### src/rtl/imem_loader_pkg.sv
// Shared definitions for the serial image loaders.
// Holds the loader FSM states and the frame field widths.
package imem_loader_pkg;

  localparam int LEN_W  = 16;
  localparam int CSUM_W = 8;

  typedef enum logic [2:0] {
    IDLE,
    LEN_HI,
    LEN_LO,
    DATA,
    CSUM,
    DONE,
    ERR
  } state_t;

endpackage

### src/rtl/imem_loader.sv
// Instruction-memory loader: length-framed, checksummed byte stream
// to the IMEM byte write port; holds the CPU in reset until done.
// Ports: clk, rst (async, high), start, in_valid/in_data/in_ready,
// mem_we/mem_addr/mem_wdata, cpu_hold, done, error.
module imem_loader
  import imem_loader_pkg::*;
#(
  parameter int DEPTH = 512,
  parameter int BASE  = 0
) (
  input  logic        clk,
  input  logic        rst,
  input  logic        start,
  input  logic        in_valid,
  input  logic [7:0]  in_data,
  output logic        in_ready,
  output logic        mem_we,
  output logic [31:0] mem_addr,
  output logic [7:0]  mem_wdata,
  output logic        cpu_hold,
  output logic        done,
  output logic        error
);

  localparam int IDX_W = $clog2(DEPTH + 1);

  state_t              state_q, state_d;
  logic [LEN_W-1:0]    len_q, len_d;
  logic [IDX_W-1:0]    idx_q, idx_d;
  logic [CSUM_W-1:0]   acc_q, acc_d;
  logic                we_q, we_d;
  logic [31:0]         addr_q, addr_d;
  logic [7:0]          wdata_q, wdata_d;

  logic             xfer;
  logic             armed;
  logic             last;
  logic [LEN_W-1:0] n_rx;

  assign xfer  = in_valid & in_ready;
  assign armed = start &
                 ((state_q == IDLE) |
                  (state_q == DONE) |
                  (state_q == ERR));
  // Full length as it completes on the LEN_LO byte.
  assign n_rx  = {len_q[LEN_W-1:8], in_data};
  assign last  = (LEN_W'(idx_q) + LEN_W'(1)) == len_q;

  always_ff @(posedge clk or posedge rst) begin
    if (rst) state_q <= IDLE;
    else     state_q <= state_d;
  end

  always_comb begin
    state_d = state_q;
    unique case (state_q)
      IDLE, DONE, ERR:
        if (start) state_d = LEN_HI;
      LEN_HI:
        if (xfer) state_d = LEN_LO;
      LEN_LO:
        if (xfer) begin
          if (int'(n_rx) > DEPTH)  state_d = ERR;
          else if (n_rx == '0)     state_d = CSUM;
          else                     state_d = DATA;
        end
      DATA:
        if (xfer && last) state_d = CSUM;
      CSUM:
        if (xfer) begin
          if (in_data == acc_q) state_d = DONE;
          else                  state_d = ERR;
        end
      default: state_d = IDLE;
    endcase
  end

  always_comb begin
    in_ready = (state_q == LEN_HI) |
               (state_q == LEN_LO) |
               (state_q == DATA)   |
               (state_q == CSUM);
    done     = (state_q == DONE);
    error    = (state_q == ERR);
    cpu_hold = (state_q != DONE);
  end

  always_comb begin
    len_d   = len_q;
    idx_d   = idx_q;
    acc_d   = acc_q;
    we_d    = 1'b0;
    addr_d  = addr_q;
    wdata_d = wdata_q;
    if (armed) begin
      idx_d = '0;
      acc_d = '0;
    end
    if (xfer && state_q == LEN_HI)
      len_d = {in_data, 8'h00};
    if (xfer && state_q == LEN_LO)
      len_d = n_rx;
    if (xfer && state_q == DATA) begin
      we_d    = 1'b1;
      addr_d  = 32'(BASE) + 32'(idx_q);
      wdata_d = in_data;
      acc_d   = acc_q + in_data;
      idx_d   = idx_q + IDX_W'(1);
    end
  end

  always_ff @(posedge clk or posedge rst) begin
    if (rst) begin
      len_q   <= '0;
      idx_q   <= '0;
      acc_q   <= '0;
      we_q    <= 1'b0;
      addr_q  <= '0;
      wdata_q <= '0;
    end else begin
      len_q   <= len_d;
      idx_q   <= idx_d;
      acc_q   <= acc_d;
      we_q    <= we_d;
      addr_q  <= addr_d;
      wdata_q <= wdata_d;
    end
  end

  assign mem_we    = we_q;
  assign mem_addr  = addr_q;
  assign mem_wdata = wdata_q;

endmodule
### config.mk
export PLATFORM = sky130hd
export DESIGN_NAME = imem_loader
export DESIGN_NICKNAME = d
export VERILOG_FILES = /design/src/rtl/imem_loader_pkg.sv /design/src/rtl/imem_loader.sv
export SDC_FILE = /design/constraint.sdc
export NUM_CORES = 1
export LEC_CHECK = 0
export ABC_AREA = 1
export BUFFER_PORTS_ARGS = -buffer_cell sky130_fd_sc_hd__buf_4
export CORE_ASPECT_RATIO = 1.5
export CORE_MARGIN = 3
export CORE_UTILIZATION = 45
export CTS_CLUSTER_DIAMETER = 80
export DETAILED_ROUTE_END_ITERATION = 7
export PLACE_DENSITY = 0.66
export SKIP_CTS_REPAIR_TIMING = 1
export SLEW_MARGIN = 20
export SYNTH_ARGS = -nofsm -noshare
export SYNTH_HDL_FRONTEND = slang
export SYNTH_SLANG_ARGS = --single-unit
### constraint.sdc
create_clock -name clk -period 1.9 [get_ports clk]
set_input_delay 0.19 -clock clk [delete_from_list [all_inputs] [get_ports clk]]
set_output_delay 0.19 -clock clk [all_outputs]
set_load 0.05 [all_outputs]
# == Word level (Yosys, flattened, before mapping) ==
# Index checks and enable logic that the tools add are counted.
# Widths: inputs -> output; s select.
# op_classes
add_sub_neg,3
magnitude_cmp,1
eq_ne,14
muxes,16
bitwise,8
n_reduce_logical,11
# op_table
cell,count
$mux 8,4
$mux 3,7
$mux 10,2
$eq 11x16->1,1
$gt 16x10->1 const B,1
$logic_not 16->1,1
$pmux 3 s5,1
$add 10x1->11 const B,1
$add 10x1->10 const B,1
$ne 2x2->1 const B,5
$eq 3x3->1 const B,3
$add 8x8->8,1
$eq 8x8->1,1
$eq 3x2->1 const B,2
$or 1x1->1,5
$reduce_and 5->1,1
$logic_and 1x1->1,4
$reduce_bool 2->1,2
$eq 3x1->1 const B,1
$logic_not 3->1,1
$ne 3x3->1 const B,1
$reduce_or 3->1,1
$and 1x1->1,2
$mux 2,1
3 further kinds,3
# totals
reg_bits,56
in_bits,12
output_inout_bits,45
word_cells,61

# == Logic depth before layout (Yosys ltp) ==
# Gate-level depths: netlist of run 1.
# logic_depth
depth_word,8
depth_mapped,16
depth_no_buf,16

# == Worst setup path after synthesis of run 1 ==
# No wires, ideal clock.
# synth_path
path_type,register to register
start,register state_q[1]
end,register state_q[1]
setup_ps,117
arrival_time_ps,1807
t_required_ps,1783
slack_ps,-24
path_stages_with_launch,10
path_buffers,0
period_less_slack_ps,1924
cell_sequence,dfrtp_1 -> nor2_2 -> nand2_1 -> inv_2 -> nor3_2 -> or2_1 -> o21ai_2 -> inv_1 -> nand3_1 -> nand2_1
# synth_between
elab_cells_between_ends,20
cone_classes,11 x eq/ne; 1 x mux; 4 x bitwise; 4 x reduce/logical
# synth_rtl
element,line,source
from (decl),imem_loader.sv:27,"state_t state_q, state_d;"
from (signal assigned),imem_loader.sv:51,else state_q <= state_d;
$eq 3x3->1 *,n/a,
via done,imem_loader.sv:21,"output logic done,"
$reduce_or 3->1 *,imem_loader.sv:56,unique case (state_q)
$ne 2x2->1 (no source line),n/a,
$reduce_and 5->1 (no source line),n/a,
# The timed path passes the listed nets; every way through them passes the cells marked *.
# A chain may end at the register's enable or synchronous reset.

# == Worst setup path after layout of run 1 ==
# layout_path
start,register idx_q[1]
end,register state_q[1]
# layout_between
elab_chain_cells,5
# layout_lines
element,line,source
from (decl),imem_loader.sv:29,"logic [IDX_W-1:0] idx_q, idx_d;"
from (signal assigned),imem_loader.sv:122,idx_q <= idx_d;
$add 10x1->11,imem_loader.sv:47,assign last = (LEN_W'(idx_q) + LEN_W'(1)) == len_q;
$eq 11x16->1,imem_loader.sv:47,
$logic_and 1x1->1,imem_loader.sv:68,if (xfer && last) state_d = CSUM;
$ne 2x2->1 (no source line),n/a,
$reduce_and 5->1 (no source line),n/a,
# Every way passes these cells.

==> results_dict.tcl, run 1 <==
set metrics [dict create \
    vias_per_cell 5.10 \
    gr-total-overflow 0 \
    tns_ns 0 \
    hold_slack_ns 0.182 \
    cts.sinks 56 \
    required_ns 2.11 \
    wl_um 6940 \
    path_clk_slew_ns 0.10 \
    powerDensity_nw_per_um2 1470 \
    grt_usage_pct 18.6 \
    dpl.hpwl_um 5200 \
    final_nets 472 \
    start_kind "register" \
    root_buffer "clkbuf_8" \
    die_x_um 74.8 \
    cpMaxStageDelayCell "dfrtp_1" \
    crit_family "simple AND/OR/NAND/NOR gates" \
    cpPeakStageDelay_ns 0.41 \
    first_global_vias 2572 \
    ant_nets 0 \
    core_area_sq_um 6900 \
    drtIter0Drc 160 \
    antenna_found_initial 0 \
    finalMaxSlewViolations 0 \
    ys.flop_type "dfrtp_1" \
    status "finished, final reports clean" \
    setup_viol 0 \
    port_buffers 34 \
    seqCellArea_sq_um 1400 \
    finClkSkew_ns 0.0104 \
    routedWlPerCell_um 13.1 \
    ys_types 35 \
    finalHoldViolations 0 \
    dieArea_sq_um 8160 \
    dr.pass1.iters 4 \
    crit_chain "buf_4 > buf_4 > nand2_1 > nor2_4 > nand2_1 > xnor3_1 > nor2_2 > nand3_2 > nand2_2 > nand2_2 > nand2_1 > nand2_1" \
    synth_area_sq_um 3190 \
    insertion_delay_ns 0.31 \
    die_h_um 109 \
    cts_buffers 5 \
    syn_inst 406 \
    crit_path_frequent_cell "nand2_1" \
    critPathCaptureType "register" \
    peakVddDrop_mv 0.955 \
    grt_pass1_wl_um 11900 \
    nFillCells 662 \
    yosys_warnings 0 \
    cts_tree "built" \
    synth_edf_count 0 \
    io_pins 57 \
    drive_gt1_share_pct 18.4 \
    path_class "reg -> reg" \
    area_delta_synth_final_pct 15.8 \
    drv_cap 0 \
    multi_input_area_sq_um 1500 \
    vias 2705 \
    layout_common_cells "94 x nand2_1, 56 x dfrtp_1, 50 x inv_1" \
    synthArstFlopShare_pct 100 \
    clk_path_buf_depth 2 \
    avgSynthCellArea_sq_um 7.86 \
    fmax_mhz 545 \
    cp_max_fo 7 \
    grt_max_degree 57 \
    timing.final.crit_share_pct 96.5 \
    yosys_register_bits 56 \
    post-route-drc-count 0 \
    final_common_cell "nand2_1" \
    num_rows 37 \
    arrival_ns 2.04 \
    hp-class "in -> reg" \
    start_util_pct 46.3 \
    htreeDepth 2 \
    post-route-min-period_ns 1.83 \
    place_congestion 0.873 \
    path_buf_inv 2 \
    leakagePower_nw 1.88 \
    num_antenna_cells 0 \
    rsz0062_at_grt "true" \
    synth-seq-area-share_pct 43.9 \
]
-- synthesized netlist by cell type, types with 6 or more instances --
| cell | n | share of area [%] |
|---|---|---|
| ha_1 | 8 | 3.1 |
| nand4_1 | 10 | 2.0 |
| dfrtp_1 | 56 | 44 |
| o21ai_0 | 37 | 5.8 |
| buf_4 | 22 | 5.2 |
| nand2_1 | 95 | 11 |
| inv_1 | 53 | 6.2 |
| nand3_1 | 40 | 6.3 |
| nor2_1 | 17 | 2.0 |
| a21oi_1 | 8 | 1.3 |
| o22ai_1 | 13 | 2.5 |
| nand2_2 | 6 | 1.2 |
| buf_2 | 6 | 0.94 |
-- layer usage --
layer	GRT usage (%)	routed length (um)
met4	5.60	142
met2	34.0	3640
met5	0	0
met1	22.2	2900
met3	2.21	252
-- worst reg2reg max path: stages, from the launching register on --
cell and delay [ns]:
dfrtp_1 0.41, buf_4 0.12, buf_4 0.11, nand2_1 0.08, nor2_4 0.18, nand2_1 0.12, xnor3_1 0.20, nor2_2 0.14
nand3_2 0.10, nand2_2 0.11, nand2_2 0.06, nand2_1 0.05, nand2_1 0.05
-- sequential cells by signal, summed over array words and instances, names as in the netlist --
signal	count
idx_q	10
mem_addr	10
acc_q	8
mem_we	1
len_q	16
state_q	3
mem_wdata	8
-- cell families after synthesis --
family,synth area share (%)
and+or+nand+nor,25.5
xor gates and xnor gates,2.35
adders and majority gates,3.76
other,0.117
buffers and inverters,13.0
AOI/OAI and AO/OA,11.3
DFF,43.9
-- layout make-up --
| class | instances | share of cell area [%] |
|---|---|---|
| timing repair buffer | 48 | 10.2 |
| multi-input combinational | 284 | 40.6 |
| inverter | 56 | 5.82 |
| clock buffer | 6 | 1.96 |
| clock inverter | 2 | 0.948 |
| sequential | 56 | 37.9 |
| tap | 78 | 2.64 |
-- final timing paths --
kind / startpoint / end / slack (ns) / cells past startpoint
worst min-delay path: in_valid / state_q[2] / 0.18 / 4
min in group asynchronous: rst / mem_we / 0.46 / 4
worst max register to register: idx_q[1] / state_q[1] / 0.07 / 12
worst max-delay path: idx_q[1] / state_q[1] / 0.07 / 12
max in group asynchronous: rst / idx_q[7] / 1.16 / 4
worst min register to register: mem_addr[4] / mem_addr[4] / 0.49 / 2
-- stage by stage --
step	power, mW	instance area (sq um)	instances	setup slack, ns	utilization, %
after global routing	5.86	3700	530	-0.109	53.6
after detailed placement	4.58	3520	519	0.0288	51.0
after CTS	5.35	3620	527	0.00925	52.5
after floorplan	3.85	3270	427	0.0231	-
final	5.43	3700	530	0.0667	53.6
after global placement	4.52	3520	519	0.0832	51.0
-- power by group --
group,internal [mW],switching (mW),leakage [nW]
Sequential,1.58,0.262,0.741
Clock,0.392,0.388,0.0552
Combinational,0.936,1.87,1.08
Note: power is estimated with default switching activity, not from simulation.
==> run 2, diff against run 1 <==
--- a/config.mk
+++ b/config.mk
@@ -13,6 +13,7 @@
 export CTS_CLUSTER_DIAMETER = 80
 export DETAILED_ROUTE_END_ITERATION = 7
 export PLACE_DENSITY = 0.66
+export SETUP_SLACK_MARGIN = 0.15
 export SKIP_CTS_REPAIR_TIMING = 1
 export SLEW_MARGIN = 20
 export SYNTH_ARGS = -nofsm -noshare
==> run 2 against run 1 <==
  * Utilization rose by 1.1 points
  * Via count increased by 1.8%
  * Worst setup slack improved by 0.0022 ns
  * Final cell count increased by 0.19%
  * Critical path type unchanged
  * Highest routed layer unchanged
==> results_dict.tcl, run 2 (synthesized netlist as in run 1, its figures left out) <==
set metrics [dict create \
    wl_um 7230 \
    swShare_pct 47.0 \
    place_area_sq_um 3520 \
    holdPathStages 4 \
    cts_tree "built" \
    rsz0062_at_grt "true" \
    layout_common_cells "92 x nand2_1, 54 x dfrtp_1, 50 x inv_1" \
    crit_family "simple AND/OR/NAND/NOR gates" \
    final_common_cell "nand2_1" \
    root_buffer "clkbuf_8" \
    drtIter0Drc 158 \
    cpMaxStageDelayCell "dfrtp_1" \
    worstRegToRegCells 14 \
    tightest_slew_ns 0.536 \
    num_rows 37 \
    intPower_mw 2.93 \
    port_buffers 34 \
    drv_cap 0 \
    hp-class "in -> reg" \
    final_nets 473 \
    insertion_delay_ns 0.31 \
    largest_register_ff_count 16 \
    cpPeakStageDelay_ns 0.42 \
    cts.sinks 56 \
    io_pins 57 \
    ant_nets 0 \
    relSlewSlack_pct 64.2 \
    path_class "reg -> reg" \
    drive_gt1_share_pct 21.2 \
    dpl.hpwl_um 5320 \
    fmax_mhz 546 \
    finalMaxSlewViolations 0 \
    finalHoldViolations 0 \
    die_x_um 74.8 \
    critPathCaptureType "register" \
    start_kind "register" \
    leakagePower_nw 1.90 \
    grt_pass1_wl_um 12100 \
    dieArea_sq_um 8160 \
    grt_usage_pct 19.1 \
    post-route-min-period_ns 1.83 \
    dr.pass1.iters 7 \
    routedWlPerCell_um 13.6 \
    power.net_switching_mw 2.60 \
    arrival_ns 2.03 \
    htreeDepth 2 \
    area_delta_synth_final_pct 18.2 \
    start_util_pct 46.3 \
    gr-total-overflow 0 \
    place_congestion 0.918 \
    path_buf_inv 1 \
    pwr-share-clk_pct 14.4 \
    path_clk_slew_ns 0.10 \
    peakVddDrop_mv 0.813 \
    setup_viol 0 \
    pwr-share-comb_pct 51.8 \
    first_global_vias 2648 \
    cp_num_cells 14 \
    powerDensity_nw_per_um2 1460 \
    vias 2755 \
    grt_max_degree 29 \
    status "finished, final reports clean" \
    fin_area_sq_um 3770 \
    post-route-drc-count 0 \
    clk_path_buf_depth 2 \
    timing.final.crit_share_pct 96.4 \
    cp_max_fo 4 \
    tns_ns 0 \
    finClkSkew_ns 0.00968 \
    die_h_um 109 \
    cts_buffers 5 \
    crit_path_frequent_cell "nand2_1" \
    core_area_sq_um 6900 \
    crit_chain "ha_4 > inv_2 > a21oi_2 > nand2_1 > nor2_1 > nand2_1 > nor2_1 > nand2_1 > nor2_2 > nand3_2 > nand2_4 > nand2_2 > nand2_1 > nand2_1" \
    pwr-share-seq_pct 33.8 \
    required_ns 2.10 \
    vias_per_cell 5.19 \
    antenna_found_initial 0 \
    finalPower_mw 5.52 \
    num_antenna_cells 0 \
    largest_register "len_q" \
]
-- run 2: worst paths after layout --
path	from	end	slack, ns
worst max-delay path	idx_q[0]	state_q[1]	0.07
worst min-delay path	in_valid	state_q[2]	0.19
worst max register to register	idx_q[0]	state_q[1]	0.07
worst min register to register	len_q[13]	len_q[13]	0.49
max in group asynchronous	rst	mem_wdata[0]	0.87
min in group asynchronous	rst	idx_q[2]	0.47
-- run 2: per-layer routing --
metal	wire, um	up-vias	track usage [%]
li1	-	1369	-
met2	3870	77	34.7
met3	270	9	2.95
met1	3000	1300	22.3
met4	91	0	5.98
met5	0	-	0
-- run 2: power groups by stage --
stage / logic [mW] / registers (mW) / clock network (mW)
6_report: 2.86 / 1.86 / 0.794
5_1_grt: 3.18 / 1.92 / 0.866
4_1_cts: 2.73 / 1.84 / 0.807
3_5_place_dp: 2.72 / 1.86 / 0
3_3_place_gp: 2.68 / 1.85 / 0
2_1_floorplan: 1.49 / 2.37 / 0
-- run 2: cell type report --
cell class                 instances  area (sq um)
timing repair buffer              49           383
inverter                          56           216
clock inverter                     3          42.5
sequential                        56          1400
multi-input combinational        284          1560
clock buffer                       5          68.8
tap                               78          97.6
fill                             646          3120
-- run 2: worst reg2reg max path, cell delays in order, from the launching register on --
cell	delay, ns
dfrtp_1	0.42
ha_4	0.28
inv_2	0.04
a21oi_2	0.11
nand2_1	0.06
nor2_1	0.11
nand2_1	0.07
nor2_1	0.08
nand2_1	0.06
nor2_2	0.11
nand3_2	0.12
nand2_4	0.11
nand2_2	0.05
nand2_1	0.05
nand2_1	0.05
-- run 2: metrics by stage --
stage / cells / hold slack (ns) / utilization [%] / worst slack [ns]
global placement: 519 / 0.264 / 51.0 / 0.0806
finish: 531 / 0.185 / 54.7 / 0.0689
floorplan: 427 / 0.366 / - / 0.151
global route: 531 / 0.193 / 54.7 / -0.150
CTS: 527 / -0.0542 / 52.6 / 0.0233
detailed placement: 519 / 0.287 / 51.0 / 0.0376
==> run 3, diff against run 2 <==
--- a/config.mk
+++ b/config.mk
@@ -12,7 +12,9 @@
 export CORE_UTILIZATION = 45
 export CTS_CLUSTER_DIAMETER = 80
 export DETAILED_ROUTE_END_ITERATION = 7
+export MAX_ROUTING_LAYER = met4
 export PLACE_DENSITY = 0.66
+export REMOVE_ABC_BUFFERS = 1
 export SETUP_SLACK_MARGIN = 0.15
 export SKIP_CTS_REPAIR_TIMING = 1
 export SLEW_MARGIN = 20
==> run 3 against run 2 <==
  * Worst setup slack lost 0.051 ns
  * Final cell count fell by 0.75%
  * Utilization fell by 0.94 points
  * Design area is 1.7% lower
  * Die area unchanged
  * Global-route usage increased by 1.0 points
  * Combinational power grew 2%
  * Total power shrank 1.7%
  * Highest routed layer unchanged
  * Sequential share of layout area up 0.69 points
==> results_dict.tcl, run 3 (synthesized netlist as in run 1, its figures left out) <==
set metrics [dict create \
    powerDensity_nw_per_um2 1460 \
    grt_pass1_wl_um 12200 \
    drive_gt1_share_pct 20.3 \
    dieArea_sq_um 8160 \
    grt_max_degree 36 \
    clk_path_buf_depth 2 \
    core_area_sq_um 6900 \
    cts_buffers 5 \
    ant_nets 0 \
    critPathCaptureType "register" \
    final_core_util_pct 53.8 \
    wl_um 7310 \
    path_buf_inv 0 \
    grt_usage_pct 20.1 \
    hp-class "in -> reg" \
    vias 2749 \
    vias_per_cell 5.22 \
    crit_chain "ha_1 > nor4_1 > nor3b_1 > o211ai_1 > nand3_1 > nand2_1" \
    worstRegToRegCells 6 \
    root_buffer "clkbuf_8" \
    finalMaxSlewViolations 0 \
    fmax_mhz 531 \
    arrival_ns 2.10 \
    post-route-drc-count 0 \
    fin_area_sq_um 3710 \
    crit_family "simple AND/OR/NAND/NOR gates" \
    die_h_um 109 \
    num_antenna_cells 0 \
    largest_register_ff_count 16 \
    routedWlPerCell_um 13.9 \
    gr-total-overflow 0 \
    insertion_delay_ns 0.32 \
    timing.final.crit_share_pct 99.1 \
    dpl.hpwl_um 5480 \
    finalHoldViolations 0 \
    final_nets 470 \
    cpPeakStageDelay_ns 0.44 \
    path_class "reg -> reg" \
    area_delta_synth_final_pct 16.2 \
    antenna_found_initial 0 \
    htreeDepth 2 \
    path_clk_slew_ns 0.10 \
    num_rows 37 \
    dr.pass1.iters 4 \
    drtIter0Drc 181 \
    cp_max_fo 3 \
    start_kind "register" \
    holdPathStages 4 \
    io_pins 57 \
    post-route-min-period_ns 1.88 \
    setup_viol 0 \
    finClkSkew_ns 0.00708 \
    final_common_cell "nand2_1" \
    status "finished, final reports clean" \
    port_buffers 34 \
    largest_register "len_q" \
    cp_num_cells 6 \
    drv_cap 0 \
    cpMaxStageDelayCell "dfrtp_1" \
    start_util_pct 46.3 \
    cts.sinks 56 \
    peakVddDrop_mv 0.824 \
    place_area_sq_um 3500 \
    required_ns 2.12 \
    leakagePower_nw 1.87 \
    first_global_vias 2642 \
    cts_tree "built" \
    place_congestion 0.882 \
    layout_common_cells "94 x nand2_1, 53 x dfrtp_1, 51 x inv_1" \
    die_x_um 74.8 \
    rsz0062_at_grt "true" \
]
==> run 3: through the flow <==
| step | power (mW) | hold slack, ns | setup WS (ns) | cells | setup TNS [ns] |
|---|---|---|---|---|---|
| after floorplan | 3.79 | 0.366 | -0.123 | 396 | -0.920 |
| after global placement | 4.53 | 0.247 | 0.0713 | 517 | 0 |
| after detailed placement | 4.60 | 0.252 | 0.0196 | 517 | 0 |
| after CTS | 5.26 | -0.103 | -0.00464 | 524 | -0.00464 |
| after global routing | 5.84 | 0.176 | -0.108 | 527 | -0.285 |
| final | 5.43 | 0.166 | 0.0179 | 527 | 0 |
==> run 3: final timing paths <==
check | slack (ns) | from | endpoint
setup / recovery | 0.02 | acc_q[1] | state_q[1]
hold reg to reg | 0.49 | len_q[14] | len_q[14]
setup reg to reg | 0.02 | acc_q[1] | state_q[1]
min in group asynchronous | 0.45 | rst | mem_addr[2]
hold / removal | 0.17 | in_valid | state_q[2]
max in group asynchronous | 0.89 | rst | state_q[2]
==> run 3: layer usage <==
| metal | share of wire, % | global-route usage, % | vias up |
|---|---|---|---|
| li1 | - | - | 1366 |
| met1 | 39 | 22.5 | 1295 |
| met2 | 54 | 34.0 | 69 |
| met3 | 3.5 | 3.41 | 19 |
| met4 | 3.7 | 9.54 | 0 |
| met5 | 0 | - | - |
==> run 3: worst min-delay path, delay by kind of cell <==
| family | cells | cell delay, ns |
|---|---|---|
| simple gates | 2 | 0.10 |
| compound gates | 1 | 0.07 |
| buf+inv | 1 | 0.11 |
==> run 3: area by class of cell <==
cell class / count / area, sq um
Timing Repair Buffer: 46 / 368
Clock buffer: 5 / 68.8
Multi-Input combinational cell: 284 / 1550
Clock inverter: 2 / 12.5
Inverter: 56 / 210
Sequential cell: 56 / 1410
Tap cell: 78 / 97.6
Fill cell: 686 / 3190
==> run 3: power by group <==
part	switching, mW	internal (mW)	leakage [nW]
combinational	1.93	0.977	1.09
sequential	0.282	1.58	0.737
clock	0.400	0.251	0.0400
